File: src/rtl/score_keeper.sv
// Score keeper for a two-player paddle game: counts points from level-style
// goal inputs, locks out scoring for a fixed time after each point, emits a
// serve pulse when play resumes and flags the winner when a player reaches
// WIN_SCORE.
module score_keeper #(
  parameter int WIN_SCORE   = 9,
  parameter int HOLD_CYCLES = 25_000_000
) (
  input  logic       clk,
  input  logic       reset,
  input  logic       p1_point,
  input  logic       p2_point,
  input  logic       new_game,
  output logic [3:0] dig1,
  output logic [3:0] dig0,
  output logic       serve,
  output logic       game_over,
  output logic       winner
);

  localparam int CW = $clog2(HOLD_CYCLES + 1);
  localparam logic [CW-1:0] HOLD_LOAD = CW'(HOLD_CYCLES - 1);
  localparam logic [3:0]    WIN_VAL   = 4'(WIN_SCORE);

  typedef enum logic [1:0] {PLAY, HOLD, OVER} state_t;

  state_t        state, state_nx;
  logic [CW-1:0] cnt, cnt_nx;
  logic [3:0]    dig1_nx, dig0_nx;
  logic          serve_nx, game_over_nx, winner_nx;
  logic          p1_prev, p2_prev;
  logic          p1_ev, p2_ev;
  logic [3:0]    p1_sum, p2_sum;

  assign p1_ev  = p1_point & ~p1_prev;
  assign p2_ev  = p2_point & ~p2_prev;
  assign p1_sum = dig1 + 4'd1;
  assign p2_sum = dig0 + 4'd1;

  // Next-state and next-output logic; new_game overrides any point event.
  always_comb begin
    state_nx     = state;
    cnt_nx       = cnt;
    dig1_nx      = dig1;
    dig0_nx      = dig0;
    serve_nx     = 1'b0;
    game_over_nx = game_over;
    winner_nx    = winner;
    if (new_game) begin
      state_nx     = PLAY;
      cnt_nx       = '0;
      dig1_nx      = '0;
      dig0_nx      = '0;
      game_over_nx = 1'b0;
      winner_nx    = 1'b0;
    end else begin
      unique case (state)
        PLAY: begin
          // Exactly one scorer; a tie of edges is dropped entirely.
          if (p1_ev ^ p2_ev) begin
            if (p1_ev) dig1_nx = p1_sum;
            else       dig0_nx = p2_sum;
            if ((p1_ev && p1_sum == WIN_VAL) || (p2_ev && p2_sum == WIN_VAL)) begin
              state_nx     = OVER;
              game_over_nx = 1'b1;
              winner_nx    = p2_ev;
            end else begin
              state_nx = HOLD;
              cnt_nx   = HOLD_LOAD;
            end
          end
        end
        HOLD: begin
          if (cnt == '0) begin
            state_nx = PLAY;
            serve_nx = 1'b1;
          end else begin
            cnt_nx = cnt - 1'b1;
          end
        end
        OVER: ;
        default: state_nx = PLAY;
      endcase
    end
  end

  // State, outputs and edge-detect history; history resets high so a level
  // already asserted at reset release does not count as a point.
  always_ff @(posedge clk) begin
    if (reset) begin
      state     <= PLAY;
      cnt       <= '0;
      dig1      <= '0;
      dig0      <= '0;
      serve     <= 1'b0;
      game_over <= 1'b0;
      winner    <= 1'b0;
      p1_prev   <= 1'b1;
      p2_prev   <= 1'b1;
    end else begin
      state     <= state_nx;
      cnt       <= cnt_nx;
      dig1      <= dig1_nx;
      dig0      <= dig0_nx;
      serve     <= serve_nx;
      game_over <= game_over_nx;
      winner    <= winner_nx;
      p1_prev   <= p1_point;
      p2_prev   <= p2_point;
    end
  end

endmodule

File: config.mk
export PLATFORM = sky130hd
export DESIGN_NAME = score_keeper
export DESIGN_NICKNAME = d
export VERILOG_FILES = /design/src/rtl/score_keeper.sv
export SDC_FILE = /design/constraint.sdc
export NUM_CORES = 1
export LEC_CHECK = 0
export ABC_AREA = 1
export BUFFER_PORTS_ARGS = -buffer_cell sky130_fd_sc_hd__buf_4
export CAP_MARGIN = 5
export CORE_MARGIN = 10
export CORE_UTILIZATION = 55
export DETAILED_ROUTE_END_ITERATION = 10
export PLACE_DENSITY_LB_ADDON = 0.1
export SLEW_MARGIN = 5
export SYNTH_ARGS = -nofsm -noshare
export SYNTH_HDL_FRONTEND = slang
export SYNTH_SLANG_ARGS = --single-unit
File: constraint.sdc
create_clock -name clk -period 1.99 [get_ports clk]
set_clock_uncertainty 0.2 [all_clocks]
set_input_delay 0.2985 -clock clk [delete_from_list [all_inputs] [get_ports clk]]
set_output_delay 0.2985 -clock clk [all_outputs]
set_load 0.1 [all_outputs]
# Word-level counts from Yosys, hierarchy flattened
# Index checks and enable logic that the tools add are counted.
[word_totals]
ff_bits = 40
latchBits = 0
ramBits = 0
memories = 0
output_inout_bits = 11
rom_bits = 0
[classes]
n_reduce_logical = 13
order_cmp = 0
n_shift = 0
mux = 9
multipliers = 0
addsub = 3
div_mod_pow = 0
n_eq_ne = 8
n_bitwise = 8
[ops]
columns = ["cell", "n"]
rows = [
  ["$mux W25", 3],
  ["$pmux W25 S2", 1],
  ["$logic_not A25 Y1", 1],
  ["$sub A25 B1 Y25 const B", 1],
  ["$reduce_and A3 Y1", 4],
  ["$add A4 B1 Y4 const B", 2],
  ["$eq A4 B4 Y1 const B", 2],
  ["$ne A2 B2 Y1 const B", 4],
  ["$mux W2", 3],
  ["$pmux W2 S3", 1],
  ["$not A1 Y1", 5],
  ["$reduce_and A4 Y1", 1],
  ["$reduce_or A3 Y1", 1],
  ["$and A1 B1 Y1", 2],
  ["$eq A2 B1 Y1 const B", 1],
  ["$eq A2 B2 Y1 const B", 1],
  ["$logic_and A1 B1 Y1", 2],
  ["$logic_not A2 Y1", 1],
  ["$reduce_bool A2 Y1", 1],
  ["$reduce_or A2 Y1", 1],
  ["$logic_or A1 B1 Y1", 1],
  ["$mux W1", 1],
  ["$xor A1 B1 Y1", 1],
]

# Depth between registers and ports, before layout
# Gate-level depths: netlist of the first run.
[logic_depth]
word_depth = 7
ltp_mapped = 14
depth_no_buf = 13

# Worst setup path before layout of the first run
# No wires, ideal clock.
[synth_timing]
kind = "flip-flop to flip-flop"
start = "register dig0[1]"
end = "register cnt[2]"
path_buffers = 1
required_ns = 1.678
period_less_slack_ns = 2.438
path_slack_ns = -0.448
arrival_time_ns = 2.127
stages_incl_launch_ff = 14
cell_sequence = "dfxtp_1 > ha_1 > nand2_1 > inv_1 > nor2_1 > nor2_1 > nand2_1 > nand2_1 > nand2_2 > nand2_4 > buf_8 > inv_4 > nor2_1 > nor2_1"
[synth_via]
elab_chain_len = 6
[synth_lines]
columns = ["item", "line_no", "text"]
rows = [
  ["start, declared", "15", "output logic [3:0] dig0,"],
  ["start signal, assigned", "104", "dig0 <= dig0_nx;"],
  ["$add A4 B1 Y4", "38", "assign p2_sum = dig0 + 4'd1;"],
  ["$eq A4 B4 Y1", "63", "if ((p1_ev && p1_sum == WIN_VAL) || (p2_ev && p2_sum == WIN_VAL)) begin"],
  ["$logic_and A1 B1 Y1", "63", ""],
  ["$logic_or A1 B1 Y1", "63", ""],
  ["$ne A2 B2 Y1 (no source line)", "-", ""],
  ["$reduce_and A4 Y1 (no source line)", "-", ""],
  ["end signal, assigned", "102", "cnt <= cnt_nx;"],
  ["end, declared", "28", "logic [CW-1:0] cnt, cnt_nx;"],
]
# No other way between the ends.
# A chain may end at the register's enable or synchronous reset.

# Worst setup path after layout of the first run
[layout_timing]
start = "register dig0[0]"
end = "register cnt[8]"
# Same word-level chain as after synthesis.

==> results of run 1 <==
-- per-stage QoR --
| step | cells | util [%] | area (sq um) | total power (uW) | hold slack (ns) |
|---|---|---|---|---|---|
| 2_1_floorplan | 409 | - | 2540 | 1360 | 0.202 |
| 3_3_place_gp | 476 | 62.2 | 2730 | 1460 | 0.257 |
| 3_5_place_dp | 476 | 62.2 | 2730 | 1470 | 0.259 |
| 4_1_cts | 487 | 65.4 | 2870 | 2150 | 0.00522 |
| 5_1_grt | 493 | 68.4 | 3000 | 2330 | 0.0140 |
| 6_report | 493 | 68.4 | 3000 | 2200 | 0.0123 |
-- cells by family (layout without fill, tap and decap cells) --
logic type | after synthesis | in the layout | synth area share, %
DFF | 40 | 40 | 31.8
buffers and inverters | 67 | 97 | 11.6
AOI/OAI and AO/OA | 32 | 32 | 6.81
and+or+nand+nor | 261 | 263 | 45.5
adders and majority gates | 8 | 8 | 3.97
xor gates and xnor gates | 1 | 1 | 0.348
-- power breakdown --
| part | switching [uW] | internal, uW | leakage [uW] |
|---|---|---|---|
| Clock | 312 | 371 | 0.0000541 |
| Combinational | 431 | 220 | 0.00111 |
| Sequential | 31.0 | 830 | 0.000330 |
| Total | 774 | 1420 | 0.00149 |
-- per-layer routing --
metal / routed length, um / vias up / global-route usage, % / share of wire, %
met3: 461 / 11 / 4.27 / 7.5
li1: - / 1331 / - / -
met4: 97 / 0 / 5.22 / 1.6
met5: 0 / - / 0 / 0
met2: 2770 / 82 / 26.1 / 45
met1: 2810 / 1156 / 20.4 / 46
-- path summary, 6_finish.rpt --
| path | endpoint | slack [ns] | cells after the start |
|---|---|---|---|
| worst max-delay path | cnt[8] | 0.09 | 12 |
| worst min-delay path | p1_prev | 0.01 | 2 |
| worst max register to register | cnt[8] | 0.09 | 12 |
| worst min register to register | winner | 0.27 | 2 |
-- area by class of cell --
type,instances,area (sq um)
multi-input combinational,304,1500
fill,389,1390
sequential,40,818
timing repair buffer,32,288
inverter,57,216
clock buffer,5,68.8
tap,52,65.1
clock inverter,3,42.5
-- state kept, by name, summed over array words and instances (netlist names) --
register	cells
serve	1
state	2
p1_prev	1
dig0	4
cnt	25
dig1	4
p2_prev	1
game_over	1
winner	1
-- cells in the mapped netlist (all sizes together) --
| cell type | instances | share of area (%) |
|---|---|---|
| or2 | 5 | 1.2 |
| buf | 6 | 2.4 |
| dfxtp | 40 | 32 |
| xnor2 | 1 | 0.35 |
| ha | 8 | 4.0 |
| nor2 | 95 | 16 |
| a21oi | 13 | 2.6 |
| nor3 | 1 | 0.20 |
| nand4 | 5 | 1.2 |
| nor4 | 1 | 0.25 |
| a31oi | 2 | 0.50 |
| o211ai | 1 | 0.30 |
| o311ai | 1 | 0.35 |
| nand2 | 113 | 18 |
| nand3 | 40 | 8.4 |
| nand3b | 1 | 0.30 |
| inv | 57 | 8.6 |
| a21boi | 1 | 0.30 |
| o21ai | 14 | 2.8 |
| clkbuf | 4 | 0.60 |
-- critical path, stage by stage, from the launching register on --
cell and delay (ns):
dfxtp_4 0.37, ha_1 0.21, nor2_1 0.14, nor2_2 0.06, nor2_1 0.08, nand2_1 0.09
nand2_2 0.09, nand2_4 0.09, buf_12 0.15, nand2_8 0.09, inv_4 0.06, nor2_1 0.10
nor2_1 0.05
-- timing repair --
| action | in CTS | in global routing |
|---|---|---|
| buffers inserted | 0 | 4 |
| gates resized for setup | 0 | 17 |
| hold endpoints to repair | 2 | 0 |
| hold buffers | 3 | 0 |
| endpoints found under the setup margin | 0 | 25 |
==> metrics.cfg, run 1 <==
[grt]
grt_max_degree = 31
antenna_found_initial = 0
grt.total_usage_pct = 16.2
overflow = 0
grt_pass1_vias = 2309
grt_first_pass_wirelength_um = 10200

[floorplan]
core_area_sq_mm = 0.00438
num_io_pins = 16
die_area_sq_mm = 0.00769
die_h_um = 87.7
start_util_pct = 57.4
std_cell_rows = 24
die_w_um = 87.7

[routing]
drc = 0
drt_iter0_drc = 305
ant_nets = 0
via_per_inst = 5.23
wirelength_um = 6130
avgRoutedWirePerCell_um = 12.4
vias = 2580
drt_pass1_iterations = 5

[place]
dp_slack_ns = 0.0548
port_buffers = 15
globalplace.congestion = 0.841
dp.final_hpwl_um = 4180

[timing]
worst_slack_ns = 0.0890
final-max-slew-violation-count = 0
setup_viol = 0
min_period_ns = 1.90
fin_setup_tns_ns = 0
rsz0062_at_grt = yes
slew_headroom_pct = 73.8
worst_slew_pin_slew_ns = 0.389
timing.final.crit_share_pct = 95.5
finalHoldViolCount = 0
fmaxAchievable_ghz = 0.526

[yosys]
synthCells = 409
avgSynthCellArea_sq_um = 6.16
synth.net_count = 422
yosysSeqAreaShare_pct = 31.8
ys_types = 31
synth_area_sq_mm = 0.00252
yosys_warnings = 0
synth-seq-cells = 40

[finish]
antennaDiodeCount = 0
layout_commonest_cell = nand2_1
final_cell_mix = nand2_1, nor2_1, inv_1
drive_gt1_share_pct = 18.6
nets = 453
area_growth_pct = 19.0

[job]
cap_violations = 0

[outcome]
status = finished clean

[critical_path]
crit_path_max_fanout = 8
crit_path_start_kind = flop
cp.required_ns = 2.00
crit_arrival_ns = 1.91
rr_startpoint = dig0[0]
worstSetupStartpoint = dig0[0]
end_kind = flop
worstSetupPathType = flop to flop

[clock_network]
clock_path_buffers = 2
cts_inserted_buffers = 5
ctsRootBufferMaster = clkbuf_8
cts.sinks = 40
cts_tree = done
worstSkewPairLatency_ns = 0.31
htree_levels = 2
cts.clk_slew.worst_paths_ns = 0.09

[pwr]
power_density_mw_per_mm2 = 733
peakVddDrop_mv = 0.510
p_leak_uw = 0.00149

[worst_hold_path]
min_from = reset
hold_class = input pin to flop

No activity file was read; power rests on OpenSTA's default activity.
==> inputs of run 2 (changes only) <==
--- a/config.mk
+++ b/config.mk
@@ -11,6 +11,7 @@
 export CORE_MARGIN = 10
 export CORE_UTILIZATION = 55
 export DETAILED_ROUTE_END_ITERATION = 10
+export MAX_ROUTING_LAYER = met4
 export PLACE_DENSITY_LB_ADDON = 0.1
 export SLEW_MARGIN = 5
 export SYNTH_ARGS = -nofsm -noshare
==> run 2 against run 1 <==
Final cell count unchanged; hold slack better by 0.0018 ns; count of clock-buffer cells in the layout unchanged; first-iteration DRC count down 22%; cell area stayed put; sequential share of layout area unchanged; worst setup slack better by 0.0016 ns; global-route usage rose by 0.48 points; critical path depth unchanged; flip-flop and latch count unchanged; largest power group unchanged; maximum frequency barely moved.
==> metrics.cfg, run 2 (synthesis gave the netlist of run 1 again) <==
[clock_network]
cts_tree = done
ctsRootBufferMaster = clkbuf_8
cts.sinks = 40  ; unchanged
clock_path_buffers = 2  ; unchanged
worstSkewPairLatency_ns = 0.31  ; about the same
cts_inserted_buffers = 5  ; unchanged
cts.clk_slew.worst_paths_ns = 0.09  ; about the same
htree_levels = 2  ; unchanged

[floorplan]
core_area_sq_mm = 0.00438  ; unchanged
start_util_pct = 57.4  ; unchanged
die_area_sq_mm = 0.00769  ; unchanged
std_cell_rows = 24  ; unchanged
die_h_um = 87.7  ; unchanged
num_io_pins = 16  ; unchanged
die_w_um = 87.7  ; unchanged

[grt]
grt.total_usage_pct = 16.6  ; +0.48 points
overflow = 0  ; unchanged
antenna_found_initial = 0  ; unchanged
grt_first_pass_wirelength_um = 10200  ; about the same
grt_pass1_vias = 2310  ; +0.043%
grt_max_degree = 31  ; unchanged

[critical_path]
r2r_cells = 12  ; unchanged
worstSetupStartpoint = dig0[0]
crit_path_start_kind = flop
end_kind = flop
cp.required_ns = 2.00  ; about the same
worstSetupPathType = flop to flop
rr_startpoint = dig0[0]
crit_arrival_ns = 1.91  ; about the same
crit_path_max_fanout = 8  ; unchanged

[timing]
min_period_ns = 1.90  ; -0.00157 ns
setup_viol = 0  ; unchanged
rsz0062_at_grt = yes
finalHoldViolCount = 0  ; unchanged
worst_slack_ns = 0.0906  ; +0.00157 ns
final-max-slew-violation-count = 0  ; unchanged
worst_slew_pin_slew_ns = 0.383  ; -0.00610 ns
slew_headroom_pct = 74.2  ; +0.41 points
fmaxAchievable_ghz = 0.526  ; about the same
timing.final.crit_share_pct = 95.4  ; about the same

[worst_hold_path]
hold_depth = 2  ; unchanged
min_from = reset
hold_class = input pin to flop

[routing]
drt_pass1_iterations = 6  ; +1
drt_iter0_drc = 238  ; -22%
drc = 0  ; unchanged
wirelength_um = 6080  ; -0.85%
avgRoutedWirePerCell_um = 12.3  ; -0.85%
vias = 2548  ; -1.2%
ant_nets = 0  ; unchanged
via_per_inst = 5.17  ; -1.2%

[pwr]
peakVddDrop_mv = 0.513  ; +0.47%
power_density_mw_per_mm2 = 731  ; -0.23%
p_leak_uw = 0.00149  ; unchanged

[finish]
drive_gt1_share_pct = 18.6  ; unchanged
largest_reg_flops = 25  ; unchanged
fill_cells = 389  ; unchanged
reg_top3 = cnt (25), dig0 (4), dig1 (4)
largest-register = cnt
final_cell_mix = nand2_1, nor2_1, inv_1
utilization_pct = 68.4  ; unchanged
area_growth_pct = 19.0  ; unchanged
antennaDiodeCount = 0  ; unchanged
nets = 453  ; unchanged
layout_commonest_cell = nand2_1

[place]
globalplace.congestion = 0.854  ; +1.6%
port_buffers = 15  ; unchanged
dp.final_hpwl_um = 4180  ; unchanged
dp_slack_ns = 0.0548  ; unchanged

[job]
cap_violations = 0  ; unchanged

[outcome]
status = finished clean

-- run 2: cell counts in the layout (fill, tap and decap cells not counted) --
No cell type changed its count.
-- run 2: final timing paths --
| check | end | slack (ns) |
|---|---|---|
| max | cnt[8] | 0.09 |
| min | p1_prev | 0.01 |
| max reg2reg | cnt[8] | 0.09 |
| min reg2reg | winner | 0.27 |
-- run 2: final cells by class --
| cell class | instances | area [sq um] | area share [%] |
|---|---|---|---|
| repair buffers | 32 | 288 | 9.60 |
| clock inverters | 3 | 42.5 | 1.42 |
| multi-input cells | 304 | 1500 | 50.0 |
| clock buffers | 5 | 68.8 | 2.30 |
| well taps | 52 | 65.1 | 2.17 |
| inverters | 57 | 216 | 7.22 |
| flip-flops and latches | 40 | 818 | 27.3 |
-- run 2: repair_timing --
item | CTS | global route
setup buffers | 0 | 4
setup endpoints to repair | 0 | 25
hold buffers | 3 | 0
hold endpoints to repair | 2 | 0
resized for setup | 0 | 17
-- run 2: critical path, cell delays in order, from the launching register on --
cell and delay, ns:
dfxtp_4 0.36, ha_1 0.21, nor2_1 0.14, nor2_2 0.06, nor2_1 0.08, nand2_1 0.09, nand2_2 0.09, nand2_4 0.09
buf_12 0.15, nand2_8 0.09, inv_4 0.06, nor2_1 0.10, nor2_1 0.05
-- run 2: per-layer routing --
| metal | GRT usage, % | up-vias | wire, um |
|---|---|---|---|
| met3 | 4.27 | 9 | 426 |
| li1 | - | 1333 | - |
| met1 | 20.4 | 1141 | 2770 |
| met2 | 26.1 | 65 | 2800 |
| met4 | 5.22 | 0 | 83 |
| met5 | - | - | 0 |
-- run 2: through the flow --
stage	setup TNS, ns	std cells	hold slack (ns)	instance area, sq um	total power (uW)
final	0	493	0.0141	3000	2190
after global routing	-1.13	493	0.0140	3000	2330
after CTS	0	487	0.00522	2870	2150
after detailed placement	0	476	0.259	2730	1470
after global placement	0	476	0.257	2730	1460
after floorplan	0	409	0.202	2540	1360
-- run 2: report_power, final --
group | switching (uW) | leakage [uW] | total (uW) | internal [uW]
combinational | 428 | 0.00111 | 648 | 221
sequential | 30.9 | 0.000330 | 861 | 830
clock | 311 | 0.0000541 | 682 | 371
==> inputs of run 3 (changes only) <==
--- a/config.mk
+++ b/config.mk
@@ -6,12 +6,11 @@
 export NUM_CORES = 1
 export LEC_CHECK = 0
 export ABC_AREA = 1
-export BUFFER_PORTS_ARGS = -buffer_cell sky130_fd_sc_hd__buf_4
 export CAP_MARGIN = 5
 export CORE_MARGIN = 10
-export CORE_UTILIZATION = 55
+export CORE_UTILIZATION = 25
 export DETAILED_ROUTE_END_ITERATION = 10
-export MAX_ROUTING_LAYER = met4
+export DONT_BUFFER_PORTS = 1
 export PLACE_DENSITY_LB_ADDON = 0.1
 export SLEW_MARGIN = 5
 export SYNTH_ARGS = -nofsm -noshare
==> run 3 against run 2 <==
Total power shrank 4.6%; hold slack better by 0.079 ns; sequential share of layout area is 0.54 points lower; sequential power hardly changed; maximum frequency rose by 2.9%; first-iteration DRC count decreased by 45%; via count fell by 3.2%; clock power is 20% lower; worst setup slack better by 0.054 ns; flip-flop and latch count unchanged; critical endpoint unchanged; largest power group unchanged; highest routed layer unchanged.
==> metrics.cfg, run 3 (synthesis gave the netlist of run 1 again) <==
[floorplan]
start_util_pct = 25.8  ; -32 points
die_w_um = 120  ; +37%
std_cell_rows = 36  ; +50%
die_h_um = 120  ; +37%
num_io_pins = 16  ; unchanged
die_area_sq_mm = 0.0145  ; +89%
core_area_sq_mm = 0.00977  ; +120%

[clock_network]
cts.clk_slew.worst_paths_ns = 0.08  ; about the same
ctsRootBufferMaster = clkbuf_8
worstSkewPairLatency_ns = 0.30  ; about the same
clock_path_buffers = 2  ; unchanged
htree_levels = 2  ; unchanged
cts_tree = done
cts.sinks = 40  ; unchanged
cts_inserted_buffers = 5  ; unchanged

[critical_path]
cp_top_family = simple AND/OR/NAND/NOR gates
path_cells = inv_1 > ha_1 > nand2_2 > nor2_4 > buf_4 > or2_2 > nand3_1 > nand3_1 > nand2_1 > nor2_1
crit_slowest_cell = dfxtp_1
worstSetupPathType = flop to flop
cp.required_ns = 1.99  ; about the same
crit_cells = 10  ; -2
worst_path_most_repeated_cell = nand3_1
crit_path_max_fanout = 4  ; -4
crit_path_start_kind = flop
r2r_cells = 10  ; -2
end_kind = flop
crit_arrival_ns = 1.85  ; -0.06 ns
cp_num_buf_inv = 2  ; unchanged
slowest_delay_ns = 0.38  ; +0.02 ns

[finish]
antennaDiodeCount = 0  ; unchanged
area_growth_pct = 21.4
layout_commonest_cell = nand2_1
largest_reg_flops = 25  ; unchanged
largest-register = cnt
reg_top3 = cnt (25), dig0 (4), dig1 (4)
nets = 456  ; +0.66%
final_cell_mix = nand2_1, nor2_1, inv_1
drive_gt1_share_pct = 18.2  ; -0.35 points
utilization_pct = 31.3  ; -37 points

[pwr]
p_leak_uw = 0.00149  ; -0.28%
power_frac_comb_pct = 32.8  ; +3.2 points
power_density_mw_per_mm2 = 684  ; -6.4%
pwr-share-seq_pct = 41.1  ; +1.8 points
p_clk_share_pct = 26.1  ; -5.0 points
power_uw = 2090  ; -4.6%
power.internal_uw = 1320  ; -6.9%
peakVddDrop_mv = 0.237  ; -54%
switching_share_pct = 36.7  ; +1.6 points
netSwitchingPower_uw = 768  ; -0.22%

[job]
cap_violations = 0  ; unchanged

[timing]
slew_headroom_pct = 73.9  ; -0.27 points
fin_setup_tns_ns = 0  ; unchanged
finalHoldViolCount = 0  ; unchanged
worst_slack_ns = 0.144  ; +0.0537 ns
worst_slew_pin_slew_ns = 0.390  ; +0.00750 ns
fmaxAchievable_ghz = 0.542  ; +2.9%
min_period_ns = 1.85  ; -0.0537 ns
timing.final.crit_share_pct = 92.8  ; -2.7 points
rsz0062_at_grt = no
final-max-slew-violation-count = 0  ; unchanged
setup_viol = 0  ; unchanged

[outcome]
status = finished clean

[place]
dp.final_hpwl_um = 5050  ; +21%
dp_slack_ns = 0.0236  ; -0.0311 ns
globalplace.congestion = 0.740  ; -13%
port_buffers = 0  ; -15

[grt]
overflow = 0  ; unchanged
grt_max_degree = 31  ; unchanged
grt_first_pass_wirelength_um = 11900  ; +17%
antenna_found_initial = 0  ; unchanged
grt_pass1_vias = 2422  ; +4.8%
grt.total_usage_pct = 9.89  ; -6.7 points

[worst_hold_path]
hold_class = input pin to flop
hold_depth = 3  ; +1

[routing]
drt_iter0_drc = 130  ; -45%
drc = 0  ; unchanged
vias = 2466  ; -3.2%
avgRoutedWirePerCell_um = 12.1  ; -1.9%
drt_pass1_iterations = 4  ; -2
via_per_inst = 4.27  ; -17%
ant_nets = 0  ; unchanged
wirelength_um = 6980  ; +15%

==> run 3: cell count changes in the layout (fill, tap and decap cells not counted), sizes merged <==
cell	previous run	this run
buf	29	33
clkinvlp	1	0
bufinv	1	0
clkbuf	5	7
nand2	115	114
==> run 3: power groups by stage <==
stage / combinational (uW) / sequential, uW / clock (uW)
floorplan: 462 / 896 / 0
global placement: 623 / 879 / 0
detailed placement: 623 / 878 / 0
CTS: 631 / 859 / 573
global route: 787 / 865 / 600
finish: 686 / 860 / 546
==> run 3: worst paths after layout <==
check	start	to	slack, ns
worst max-delay path	cnt[1]	cnt[8]	0.14
worst min-delay path	new_game	dig0[2]	0.09
worst max register to register	cnt[1]	cnt[8]	0.14
worst min register to register	winner	winner	0.27
==> run 3: stage by stage <==
stage,hold WS (ns),cells,area (sq um)
2_1_floorplan,0.202,409,2540
3_3_place_gp,0.204,561,2850
3_5_place_dp,0.208,561,2850
4_1_cts,0.102,572,2960
5_1_grt,0.139,577,3060
6_report,0.0934,577,3060
==> run 3: final cells by class <==
type	instances	area [sq um]
Inverter	57	216
Tap cell	133	166
Clock buffer	7	76.3
Sequential cell	40	818
Multi-Input combinational cell	303	1480
Fill cell	1117	6720
Timing Repair Buffer	36	298
Clock inverter	1	3.75
==> run 3: what timing repair did <==
| action | CTS | global route |
|---|---|---|
| hold buffers | 3 | 0 |
| endpoints found under the setup margin | 0 | 25 |
| gates resized for setup | 0 | 17 |
| buffers inserted | 0 | 4 |
| hold endpoints to repair | 2 | 0 |
==> run 3: tightest hold or removal path, delay by kind of cell <==
kind	cells	cell delay (ns)
buf+inv	1	0.16
compound gates	1	0.06
simple gates	1	0.03
==> run 3: routing by layer <==
layer	part of all wire (%)	vias up	global-route usage, %	wire length [um]
met1	52	1104	13.0	3660
met4	1.2	0	2.94	84
met5	0	-	0	0
met3	2.5	6	1.68	174
met2	44	25	16.2	3060
li1	-	1331	-	-
